File: config.mk
export PLATFORM = sky130hd
export DESIGN_NAME = idli_sqi_ctrl_m
export DESIGN_NICKNAME = d
export VERILOG_FILES = /design/src/rtl/idli_sqi_ctrl_m.sv
export SDC_FILE = /design/constraint.sdc
export NUM_CORES = 1
export LEC_CHECK = 0
export BUFFER_PORTS_ARGS = -buffer_cell sky130_fd_sc_hd__buf_2
export CAP_MARGIN = 30
export CORE_MARGIN = 1.5
export CORE_UTILIZATION = 40
export DETAILED_ROUTE_END_ITERATION = 8
export PLACE_DENSITY_LB_ADDON = 0.08
export SYNTH_ARGS = -nofsm -noshare
export SYNTH_HDL_FRONTEND = slang
export SYNTH_SLANG_ARGS = --single-unit
File: constraint.sdc
create_clock -name i_sqi_gck -period 2 [get_ports i_sqi_gck]
set_clock_uncertainty 0.1 [all_clocks]
set_input_delay 0.3 -clock i_sqi_gck [delete_from_list [all_inputs] [get_ports i_sqi_gck]]
set_output_delay 0.3 -clock i_sqi_gck [all_outputs]
set_load 0.02 [all_outputs]
File: src/rtl/idli_sqi_ctrl_m.sv
// Quad-SPI SRAM burst controller: CMD/ADDR/DUMMY/DATA sequencing, one nibble per 2 gck, first nibble 1 cycle after accept.
// Backpressure: a missing write nibble holds SCK high; a full read register holds SCK low until it drains.
module idli_sqi_ctrl_m #(
   parameter int SQI_NUM = 2,
   parameter int LEN_W   = 8,
   parameter int CHIP_W  = (SQI_NUM > 1) ? $clog2(SQI_NUM) : 1
) (
   input  logic                 i_sqi_gck,
   input  logic                 i_sqi_rst_n,
   input  logic                 i_sqi_req_vld,
   output logic                 o_sqi_req_rdy,
   input  logic                 i_sqi_req_wr,
   input  logic [CHIP_W-1:0]    i_sqi_req_chip,
   input  logic [23:0]          i_sqi_req_addr,
   input  logic [LEN_W-1:0]     i_sqi_req_len,
   input  logic [3:0]           i_sqi_wr_data,
   input  logic                 i_sqi_wr_vld,
   output logic                 o_sqi_wr_rdy,
   output logic [3:0]           o_sqi_rd_data,
   output logic                 o_sqi_rd_vld,
   input  logic                 i_sqi_rd_rdy,
   output logic                 o_sqi_err,
   output logic [SQI_NUM-1:0]   o_sqi_sck,
   output logic [SQI_NUM-1:0]   o_sqi_cs,
   input  logic [SQI_NUM*4-1:0] i_sqi_sio,
   output logic [SQI_NUM*4-1:0] o_sqi_sio,
   output logic [SQI_NUM-1:0]   o_sqi_sio_oe
);

   typedef enum logic [2:0] {
      ST_IDLE, ST_CMD, ST_ADDR, ST_DUMMY, ST_DATA, ST_GAP
   } state_t;

   localparam logic [CHIP_W:0] CHIP_LIM = (CHIP_W+1)'(SQI_NUM);

   state_t             state_q, nxt_state;
   logic [2:0]         cnt_q, nxt_cnt;
   logic [LEN_W-1:0]   len_q, nxt_len;
   logic               hi_q, nxt_hi;
   logic               wr_q, nxt_wr;
   logic [CHIP_W-1:0]  chip_q, nxt_chip;
   logic [23:0]        sh_q, nxt_sh;
   logic               sck_q, nxt_sck;
   logic               act_q, nxt_act;
   logic [3:0]         sio_q, nxt_sio;
   logic               oe_q, nxt_oe;
   logic [3:0]         rd_dat_q, nxt_rd_dat;
   logic               rd_vld_q, nxt_rd_vld;
   logic               err_q, nxt_err;
   logic [3:0]         rd_sel;
   logic               step;
   logic               go_hi;
   logic               sample;

   always_comb begin
      rd_sel = 4'h0;
      for (int i = 0; i < SQI_NUM; i++) begin
         if (chip_q == CHIP_W'(i)) rd_sel = i_sqi_sio[i*4 +: 4];
      end
   end

   // A write nibble is wanted during the high phase that precedes each data nibble.
   assign o_sqi_wr_rdy  = hi_q && wr_q &&
                          ((state_q == ST_ADDR && cnt_q == 3'd5) ||
                           (state_q == ST_DATA && len_q != '0));
   assign o_sqi_req_rdy = (state_q == ST_IDLE);
   assign o_sqi_rd_data = rd_dat_q;
   assign o_sqi_rd_vld  = rd_vld_q;
   assign o_sqi_err     = err_q;

   always_comb begin
      nxt_state  = state_q;
      nxt_cnt    = cnt_q;
      nxt_len    = len_q;
      nxt_hi     = hi_q;
      nxt_wr     = wr_q;
      nxt_chip   = chip_q;
      nxt_sh     = sh_q;
      nxt_sck    = sck_q;
      nxt_act    = act_q;
      nxt_sio    = sio_q;
      nxt_oe     = oe_q;
      nxt_rd_dat = rd_dat_q;
      nxt_rd_vld = rd_vld_q;
      nxt_err    = 1'b0;
      step       = 1'b0;
      go_hi      = 1'b0;
      sample     = 1'b0;

      if (rd_vld_q && i_sqi_rd_rdy) nxt_rd_vld = 1'b0;

      case (state_q)
         ST_IDLE: begin
            if (i_sqi_req_vld) begin
               if ({1'b0, i_sqi_req_chip} >= CHIP_LIM) begin
                  nxt_err = 1'b1;
               end else begin
                  nxt_state = ST_CMD;
                  nxt_cnt   = 3'd0;
                  nxt_hi    = 1'b0;
                  nxt_wr    = i_sqi_req_wr;
                  nxt_chip  = i_sqi_req_chip;
                  nxt_len   = i_sqi_req_len;
                  nxt_sh    = i_sqi_req_addr;
                  nxt_act   = 1'b1;
                  nxt_sck   = 1'b0;
                  nxt_oe    = 1'b1;
                  nxt_sio   = 4'h0;
               end
            end
         end
         ST_GAP: begin
            if (cnt_q == 3'd1) begin
               nxt_state = ST_IDLE;
               nxt_cnt   = 3'd0;
            end else begin
               nxt_cnt = cnt_q + 3'd1;
            end
         end
         default: begin
            if (!hi_q) begin
               // Read data low phase: only sample once the output register has room.
               if (state_q == ST_DATA && !wr_q) begin
                  if (!rd_vld_q || i_sqi_rd_rdy) begin
                     sample = 1'b1;
                     go_hi  = 1'b1;
                  end
               end else begin
                  go_hi = 1'b1;
               end
            end else begin
               case (state_q)
                  ST_CMD: begin
                     if (cnt_q == 3'd0) begin
                        nxt_cnt = 3'd1;
                        nxt_sio = wr_q ? 4'h2 : 4'h3;
                     end else begin
                        nxt_state = ST_ADDR;
                        nxt_cnt   = 3'd0;
                        nxt_sio   = sh_q[23:20];
                     end
                     step = 1'b1;
                  end
                  ST_ADDR: begin
                     if (cnt_q != 3'd5) begin
                        nxt_cnt = cnt_q + 3'd1;
                        nxt_sh  = {sh_q[19:0], 4'h0};
                        nxt_sio = sh_q[19:16];
                        step    = 1'b1;
                     end else if (wr_q) begin
                        if (i_sqi_wr_vld) begin
                           nxt_state = ST_DATA;
                           nxt_sio   = i_sqi_wr_data;
                           step      = 1'b1;
                        end
                     end else begin
                        nxt_state = ST_DUMMY;
                        nxt_cnt   = 3'd0;
                        nxt_oe    = 1'b0;
                        nxt_sio   = 4'h0;
                        step      = 1'b1;
                     end
                  end
                  ST_DUMMY: begin
                     if (cnt_q == 3'd0) begin
                        nxt_cnt = 3'd1;
                     end else begin
                        nxt_state = ST_DATA;
                        nxt_cnt   = 3'd0;
                     end
                     step = 1'b1;
                  end
                  default: begin
                     if (len_q == '0) begin
                        nxt_state = ST_GAP;
                        nxt_cnt   = 3'd0;
                        nxt_act   = 1'b0;
                        nxt_oe    = 1'b0;
                        nxt_sio   = 4'h0;
                        step      = 1'b1;
                     end else if (!wr_q || i_sqi_wr_vld) begin
                        nxt_len = len_q - LEN_W'(1);
                        nxt_sio = wr_q ? i_sqi_wr_data : 4'h0;
                        step    = 1'b1;
                     end
                  end
               endcase
            end
         end
      endcase

      if (step) begin
         nxt_sck = 1'b0;
         nxt_hi  = 1'b0;
      end
      if (go_hi) begin
         nxt_sck = 1'b1;
         nxt_hi  = 1'b1;
      end
      if (sample) begin
         nxt_rd_dat = rd_sel;
         nxt_rd_vld = 1'b1;
      end
   end

   always_ff @(posedge i_sqi_gck or negedge i_sqi_rst_n) begin
      if (!i_sqi_rst_n) begin
         state_q  <= ST_IDLE;
         cnt_q    <= 3'd0;
         len_q    <= '0;
         hi_q     <= 1'b0;
         wr_q     <= 1'b0;
         chip_q   <= '0;
         sh_q     <= 24'h0;
         sck_q    <= 1'b0;
         act_q    <= 1'b0;
         sio_q    <= 4'h0;
         oe_q     <= 1'b0;
         rd_dat_q <= 4'h0;
         rd_vld_q <= 1'b0;
         err_q    <= 1'b0;
      end else begin
         state_q  <= nxt_state;
         cnt_q    <= nxt_cnt;
         len_q    <= nxt_len;
         hi_q     <= nxt_hi;
         wr_q     <= nxt_wr;
         chip_q   <= nxt_chip;
         sh_q     <= nxt_sh;
         sck_q    <= nxt_sck;
         act_q    <= nxt_act;
         sio_q    <= nxt_sio;
         oe_q     <= nxt_oe;
         rd_dat_q <= nxt_rd_dat;
         rd_vld_q <= nxt_rd_vld;
         err_q    <= nxt_err;
      end
   end

   // Only the selected device sees any bus activity.
   for (genvar g = 0; g < SQI_NUM; g++) begin : g_chip
      logic sel;
      assign sel               = (chip_q == CHIP_W'(g));
      assign o_sqi_sck[g]      = sel & sck_q;
      assign o_sqi_cs[g]       = ~(sel & act_q);
      assign o_sqi_sio_oe[g]   = sel & oe_q;
      assign o_sqi_sio[g*4 +: 4] = sel ? sio_q : 4'h0;
   end

endmodule

* Word-level counts from Yosys, hierarchy flattened *
Index checks and enable logic that the tools add are counted.

operators by class
  add/sub/neg operators = 2
  equal/unequal tests = 22
  multiplexer cells = 77
  bitwise gates (word level) = 10
  reduce and logical (&&, ||, !) cells = 40

operators with widths
  operator            number
  $mux 24             4
  $mux 4              12
  $pmux 24 s2         1
  $mux 3              15
  $mux 8              5
  $mux 1              29
  $pmux 3 s2          3
  $pmux 8 s2          1
  $ne 4x3->1 const B  3
  $pmux 4 s3          1
  $reduce_and 6->1    2
  $reduce_bool 2->1   6
  $reduce_bool 3->1   4
  $ne 5x4->1 const B  2
  $reduce_and 5->1    2
  $reduce_bool 5->1   2
  $eq 3x3->1 const B  3
  $ne 3x3->1 const B  3
  $pmux 3 s3          1
  $logic_not 8->1     1
  $ne 2x2->1 const B  4
  $pmux 1 s2          4
  $pmux 4 s2          1
  $reduce_and 8->1    1
  19 further kinds    41

storage, ports and cells
  flip-flop bits (word level) = 52
  input bits = 51
  output and inout port bits = 22
  logic and storage cells = 163

* Logic depth before layout (Yosys ltp) *
Gate-level depths: netlist of run 1.

  word-level depth = 9
  mapped depth = 9
  gate-level depth less buffers = 7

* Worst setup path before layout of run 1 *
OpenSTA, ideal clock, no wires.

  kind = reg2reg
  start = reg cnt_q[0]
  end = reg sh_q[10]
  setup time = 119 ps
  data arrival time = 1737 ps
  required time = 1781 ps
  setup slack = 44 ps
  cell stages (with the launch flop) = 9
  buffers on the path = 3
  period minus slack after synthesis = 1956 ps
  path through = dfrtp_1 > ha_1 > and2_1 > clkbuf_1 > a2111o_1 > buf_4 > buf_4 > nand2_1 > o21ai_2

on the way
  cells in the longest elaborated chain, start to end = 3

RTL lines
  item                                line  RTL
  start, declared                     37    logic [2:0] cnt_q, nxt_cnt;
  start signal, assigned              224   cnt_q <= nxt_cnt;
  $ne 3x3->1                          145   if (cnt_q != 3'd5) begin
  $reduce_bool 2->1 (no source line)  -
  $reduce_and 5->1 (no source line)   -
  end signal, assigned                229   sh_q <= nxt_sh;
  end, declared                       42    logic [23:0] sh_q, nxt_sh;

Every way passes these cells.
A chain may end at the register's enable or synchronous reset.

* Worst setup path in the final report of run 1 *
  start = reg len_q[5]
  end = out o_sqi_wr_rdy

on the way
  cells in the longest elaborated chain, start to end = 4

RTL lines
  item                    line  RTL
  start, declared         38    logic [LEN_W-1:0] len_q, nxt_len;
  start signal, assigned  225   len_q <= nxt_len;
  $reduce_bool 8->1       65    (state_q == ST_DATA && len_q != '0));
  $logic_and 1x1->1       65
  $logic_or 1x1->1        64    ((state_q == ST_ADDR && cnt_q == 3'd5) ||
  $logic_and 1x1->1       63    assign o_sqi_wr_rdy = hi_q && wr_q &&
  end, declared           18    output logic o_sqi_wr_rdy,

Every way passes these cells.

==> results.json, run 1 <==
{
  "port_buffers": 71,
  "crit_buf_inv": 1,
  "layout.nets": 487,
  "die_h_um": 92.01,
  "fmax_mhz": 489.3,
  "vias_per_cell": 5.266,
  "cts-buffers-inserted": 5,
  "cp_max_fo": 2,
  "clockBufferDepth": 2,
  "cts.sinks": 52,
  "max_slew_margin": 0.6460,
  "busiest_layer": "met2",
  "tns_ps": -43.73,
  "finalCritPeriodShare": 1.022,
  "setup_viol": 1,
  "first_pass_iters": 4,
  "syn2layout_area_growth_pct": 25.66,
  "htree_levels": 2,
  "post-route-drc-count": 0,
  "max-cap-violations": 0,
  "grt_util_all_layers": 0.1918,
  "drtAntennaViolNets": 0,
  "n_fill_cell": 749,
  "end_kind": "output pin",
  "place_inst": 519,
  "synthArstFlopShare": 1.000,
  "ys_seq_area_frac": 0.4106,
  "antenna_found_initial": 0,
  "status": "complete, but fails checks",
  "setup_ws_ps": -43.73,
  "use_met2": 0.3105,
  "avgSynthCellArea_um2": 9.240,
  "cts_tree": "yes",
  "wire_per_inst_um": 14.57,
  "cts-root-buf": "clkbuf_8",
  "gp_congestion": 0.8423,
  "cp.arrival_ps": 1640,
  "critPathKind": "reg -> out",
  "crit_slowest_cell": "dfrtp_1",
  "syn-cell-area_um2": 3169,
  "fin_util": 0.5181,
  "clk_latency_ps": 310,
  "max-vdd-ir-drop_v": 0.0006727,
  "rows": 32,
  "antenna_cells": 0,
  "power_density_nw_per_um2": 1631,
  "initial_core_util": 0.4123,
  "grt_pass1_wl_um": 12880,
  "met3_usage": 0.03234,
  "leakage_nw": 1.882,
  "cp_cell_sequence": "nor4_4, nand3_2, a32oi_1, nor2_1, buf_4",
  "final_cells": 534,
  "drt-total-wl_um": 7782,
  "die_area_um2": 8466,
  "grt_overflow": 0,
  "ys_ff_latch": 52,
  "yosysWarnings": 0,
  "synth_top_flop_cell": "dfrtp_1",
  "hold_violations": 0,
  "clk_pin_slew_ps": 100,
  "netlist_instances": 343,
  "crit_required_ps": 1600,
  "die_x_um": 92.01,
  "num_vias": 2812,
  "io_pins": 73,
  "violations": "negative setup slack",
  "hpwlAfterDp_um": 5793,
  "syn_nets": 399,
  "fin_crit_ps": 2044,
  "slew_violations": 0,
  "crit_family": "simple AND/OR/NAND/NOR gates",
  "worst_pin_slew_ps": 531.0,
  "start_kind": "register",
  "initialDrtViolationCount": 121,
  "rsz0062_at_grt": "yes",
  "core_area_um2": 7687,
  "grt_max_degree": 45,
  "synth-edff-count": 0,
  "hold_path.class": "in -> reg",
  "hold_ws_ps": 102.2,
  "first_global_vias": 2644,
  "cp_slowest_stage_delay_ps": 420,
  "layout-drive-gt1-share": 0.3472,
  "ys_types": 55,
  "met1_usage": 0.2601
}
[cells by family after synthesis]
group | share of synthesized area
AND/OR/NAND/NOR | 0.1780
AO/OA/AOI/OAI | 0.2199
flip-flops | 0.4106
buffers and inverters | 0.06159
multiplexers | 0.1090
adder cells (fa/ha/maj) | 0.01974
other | 0.001183
[final timing paths]
kind,startpoint,endpoint,slack (ps),cells past startpoint
setup / recovery,len_q[5]$_DFFE_PN0P_,o_sqi_wr_rdy,-40,5
hold / removal,i_sqi_req_addr[1],sh_q[1]$_DFFE_PN0P_,100,2
setup reg to reg,state_q[1]$_DFFE_PN0P_,sh_q[2]$_DFFE_PN0P_,10,6
hold reg to reg,sh_q[12]$_DFFE_PN0P_,sh_q[12]$_DFFE_PN0P_,380,2
max in group asynchronous,i_sqi_rst_n,o_sqi_rd_data[3]$_DFFE_PN0P_,860,3
min in group asynchronous,i_sqi_rst_n,cnt_q[1]$_DFFE_PN0P_,380,2
[through the flow]
step	worst slack [ps]	total power (W)	instance area, um^2
2_1_floorplan	44.35	0.004550	3169
3_3_place_gp	104.6	0.005595	3761
3_5_place_dp	66.27	0.005613	3761
4_1_cts	-60.01	0.006476	3953
5_1_grt	-89.26	0.007050	3983
6_report	-43.73	0.006494	3983
[routing by layer]
layer	part of all wire	wire length [um]	up-vias
met5	0	0	-
met4	0.018	141	0
met3	0.035	273	10
met2	0.48	3715	63
met1	0.47	3653	1330
li1	-	-	1409
[registers in the layout, summed over array words and instances (netlist names), 3 cells and up]
| name | cells |
|---|---|
| cnt_q | 3 |
| state_q | 3 |
| o_sqi_rd_data | 4 |
| sh_q | 24 |
| sio_q | 4 |
| len_q | 8 |
[power by group]
part	leakage, nW	switching [W]	internal [W]
Combinational	1.17	0.00208	0.00176
Clock	0.0548	0.000372	0.000377
Sequential	0.657	0.000394	0.00151
Total	1.88	0.00285	0.00364
[synthesized netlist by cell type (3+ instances only)]
cell type   n  area (um^2)
nor2_1     16        60.06
nand2_1    43        161.4
o21ai_1    10        50.05
mux2i_1    27        270.3
nand3_1     7        35.03
a22o_1      6        52.55
and3_1      3        18.77
a21o_1      3        22.52
dfrtp_1    52         1301
ha_1        5        62.56
buf_4       3        22.52
inv_1      11        41.29
nand2b_1    7        43.79
and2_1      7        43.79
buf_2      12        60.06
mux2_2      4        45.04
o21ai_2    11        96.34
a21oi_1    23        115.1
o21ai_0    18        90.09
o22ai_1     7        43.79
or3_1       3        18.77
buf_6       3        33.78
clkbuf_1    8        30.03
nor3_1      4        20.02
nor2b_1     5        31.28
a31oi_1    11        68.82
[layout by cell type (no fill, tap or decap), types with 6 or more instances in the layout]
master / netlist / final
mux2i_1: 27 / 27
dfrtp_1: 52 / 52
nand2_1: 43 / 43
o22ai_1: 7 / 7
inv_1: 11 / 9
buf_2: 12 / 69
and2_1: 7 / 6
nand2b_1: 7 / 7
o21ai_0: 18 / 18
a31oi_1: 11 / 11
o21ai_1: 10 / 10
a22o_1: 6 / 6
nor2_1: 16 / 16
a21oi_1: 23 / 23
buf_4: 3 / 32
o21ai_2: 11 / 11
nand3_1: 7 / 7
[final cells by class]
| class | count | area (um^2) | share of cell area |
|---|---|---|---|
| clock buffer | 5 | 68.82 | 0.01728 |
| multi-input combinational | 252 | 1714 | 0.4304 |
| tap | 102 | 127.6 | 0.03205 |
| inverter | 13 | 51.30 | 0.01288 |
| timing repair buffer | 107 | 673.1 | 0.1690 |
| clock inverter | 3 | 46.29 | 0.01162 |
| sequential | 52 | 1301 | 0.3267 |
[worst reg2reg max path, stage by stage (launching register included)]
cell and delay, ps:
dfrtp_1 420, buf_4 150, nor4b_4 290, a21oi_2 90
a2111o_1 430, buf_12 190, a22o_1 210
[repair_timing]
item	4_1_cts	5_1_grt
buffers inserted	6	1
hold buffers	1	0
setup endpoints to repair	2	39
hold endpoints to repair	19	0
cloned	0	0
pin swaps	4	6
gates resized for setup	6	11
Power figures use the tool's default switching activity.
==> run 2, diff against run 1 <==
--- a/config.mk
+++ b/config.mk
@@ -10,6 +10,7 @@
 export CORE_MARGIN = 1.5
 export CORE_UTILIZATION = 40
 export DETAILED_ROUTE_END_ITERATION = 8
+export MAX_ROUTING_LAYER = met4
 export PLACE_DENSITY_LB_ADDON = 0.08
 export SYNTH_ARGS = -nofsm -noshare
 export SYNTH_HDL_FRONTEND = slang
==> run 2 against run 1 <==
Net effect:
- cell count rose by 3.2%
- design area rose by 5.7%
- critical path type unchanged
- the flow still finishes with violations (negative setup slack)
- via count rose by 2.4%
- sequential share of layout area fell by 1.7 points
- combinational power rose by 13%
- global-route usage rose by 0.72 points
- non-clock buffer count rose by 17
- sequential power barely moved
- die area did not move
- largest power group unchanged
- sequential cell count did not move
- hold slack improved by 1.4 ps
- power rose by 7.2%
==> results.json, run 2 (synthesized netlist as in run 1, its figures left out) <==
{
  "power_density_nw_per_um2": 1653,
  "max-vdd-ir-drop_v": 0.0005706,
  "rows": 32,
  "die_x_um": 92.01,
  "cts_tree": "yes",
  "tns_ps": -979.8,
  "layout_commonest_cell": "buf_2",
  "antenna_found_initial": 0,
  "post-route-drc-count": 0,
  "start_kind": "register",
  "die_area_um2": 8466,
  "cts-root-buf": "clkbuf_8",
  "cp.arrival_ps": 1720,
  "wl_met3_um": 390,
  "gp_congestion": 0.8620,
  "fin_util": 0.5479,
  "num_vias": 2880,
  "end_kind": "output pin",
  "rsz0062_at_grt": "yes",
  "drtAntennaViolNets": 0,
  "grt_max_degree": 45,
  "power_w": 0.006962,
  "max_slew_margin": 0.6066,
  "cts-buffers-inserted": 5,
  "clk_latency_ps": 310,
  "grt_pass1_wl_um": 13110,
  "fin_crit_ps": 2118,
  "vias_per_cell": 5.227,
  "routed.top_layer": "met4",
  "n_fill_cell": 752,
  "fmax_mhz": 472.1,
  "wl_met1_um": 3977,
  "io_pins": 73,
  "clk_pin_slew_ps": 100,
  "finalCritPeriodShare": 1.059,
  "initial_core_util": 0.4123,
  "layout-drive-gt1-share": 0.3719,
  "die_h_um": 92.01,
  "max-cap-violations": 0,
  "cts.sinks": 52,
  "core_area_um2": 7687,
  "grt_overflow": 0,
  "drt-total-wl_um": 8340,
  "wire_per_inst_um": 15.14,
  "place_inst": 527,
  "crit_required_ps": 1600,
  "port_buffers": 71,
  "largest_register_ffs": 24,
  "final_cells": 551,
  "syn2layout_area_growth_pct": 32.89,
  "antenna_cells": 0,
  "leakage_nw": 2.012,
  "route.met2.wl_um": 3886,
  "worst_pin_slew_ps": 590.1,
  "hold_path.class": "in -> reg",
  "mostFrequentLayoutCells": "buf_2 (69), dfrtp_1 (50), nand2_1 (43)",
  "grt_util_all_layers": 0.1990,
  "regMostFlops": "sh_q",
  "clockBufferDepth": 2,
  "hold_violations": 0,
  "slew_violations": 0,
  "dp_slack_ps": 39.44,
  "htree_levels": 2,
  "reg.largest.list": "sh_q: 24 flops, len_q: 8 flops",
  "violations": "negative setup slack",
  "initialDrtViolationCount": 173,
  "cp_max_fo": 3,
  "critPathKind": "reg -> out",
  "first_global_vias": 2681,
  "setup_viol": 25,
  "hpwlAfterDp_um": 5889,
  "first_pass_iters": 5,
  "setup_ws_ps": -118.0,
  "status": "complete, but fails checks",
  "layout.nets": 504
}
==> run 2: cell count changes in the layout (fill, tap and decap cells not counted), sizes merged <==
cell,delta
buf,+13
clkbuf,+4
==> run 2: critical path, cell delays in order, from the launching register on <==
cell,delay [ps]
dfrtp_1,420
nor4_4,320
nand3_2,150
buf_6,160
a32oi_1,160
nor2_1,50
buf_4,150
==> run 2: path summary, 6_finish.rpt <==
check                                        to  cells past startpoint  slack, ps                 start
max                                o_sqi_wr_rdy                      6       -120  len_q[7]$_DFFE_PN0P_
min                         sh_q[2]$_DFFE_PN0P_                      2        100     i_sqi_req_addr[2]
max reg2reg                 sh_q[1]$_DFFE_PN0P_                      5        -70  cnt_q[0]$_DFFE_PN0P_
min reg2reg                 sh_q[5]$_DFFE_PN0P_                      2        380   sh_q[5]$_DFFE_PN0P_
max in group asynchronous  len_q[1]$_DFFE_PN0P_                      3        870           i_sqi_rst_n
min in group asynchronous  cnt_q[2]$_DFFE_PN0P_                      2        390           i_sqi_rst_n
==> run 2: cell type report <==
class | count | area, um^2 | share of cell area
well taps | 102 | 127.6 | 0.03030
multi-input cells | 252 | 1710 | 0.4061
clock buffers | 5 | 68.82 | 0.01634
inverters | 13 | 56.30 | 0.01337
repair buffers | 124 | 898.4 | 0.2133
clock inverters | 3 | 46.29 | 0.01099
flip-flops and latches | 52 | 1304 | 0.3096
==> run 2: report_power, final <==
group          total (W)  leakage, nW  switching [W]  internal (W)
Combinational    0.00433         1.30        0.00225       0.00208
Sequential       0.00189        0.654       0.000373       0.00151
Clock           0.000748       0.0548       0.000370      0.000378
Total            0.00696         2.01        0.00299       0.00397
==> run 2: per-stage QoR <==
step | cell area [um^2] | hold WS (ps)
floorplan | 3169 | -95.59
global placement | 3809 | 223.3
detailed placement | 3809 | 223.0
CTS | 4015 | 94.45
global route | 4212 | 94.71
finish | 4212 | 103.6
==> run 2: per-layer routing <==
layer | vias to the layer above | track usage
li1 | 1438 | -
met1 | 1347 | 0.2780
met2 | 85 | 0.3068
met3 | 10 | 0.02985
met4 | 0 | 0.04231
met5 | - | -
==> run 2: repair_timing <==
action                     4_1_cts  5_1_grt
buffers inserted                 5        4
pin swaps                        5        8
cloned                           0        7
hold endpoints to repair        21        0
resized for setup               14       10
hold buffers                     1        0
setup endpoints to repair        2       39
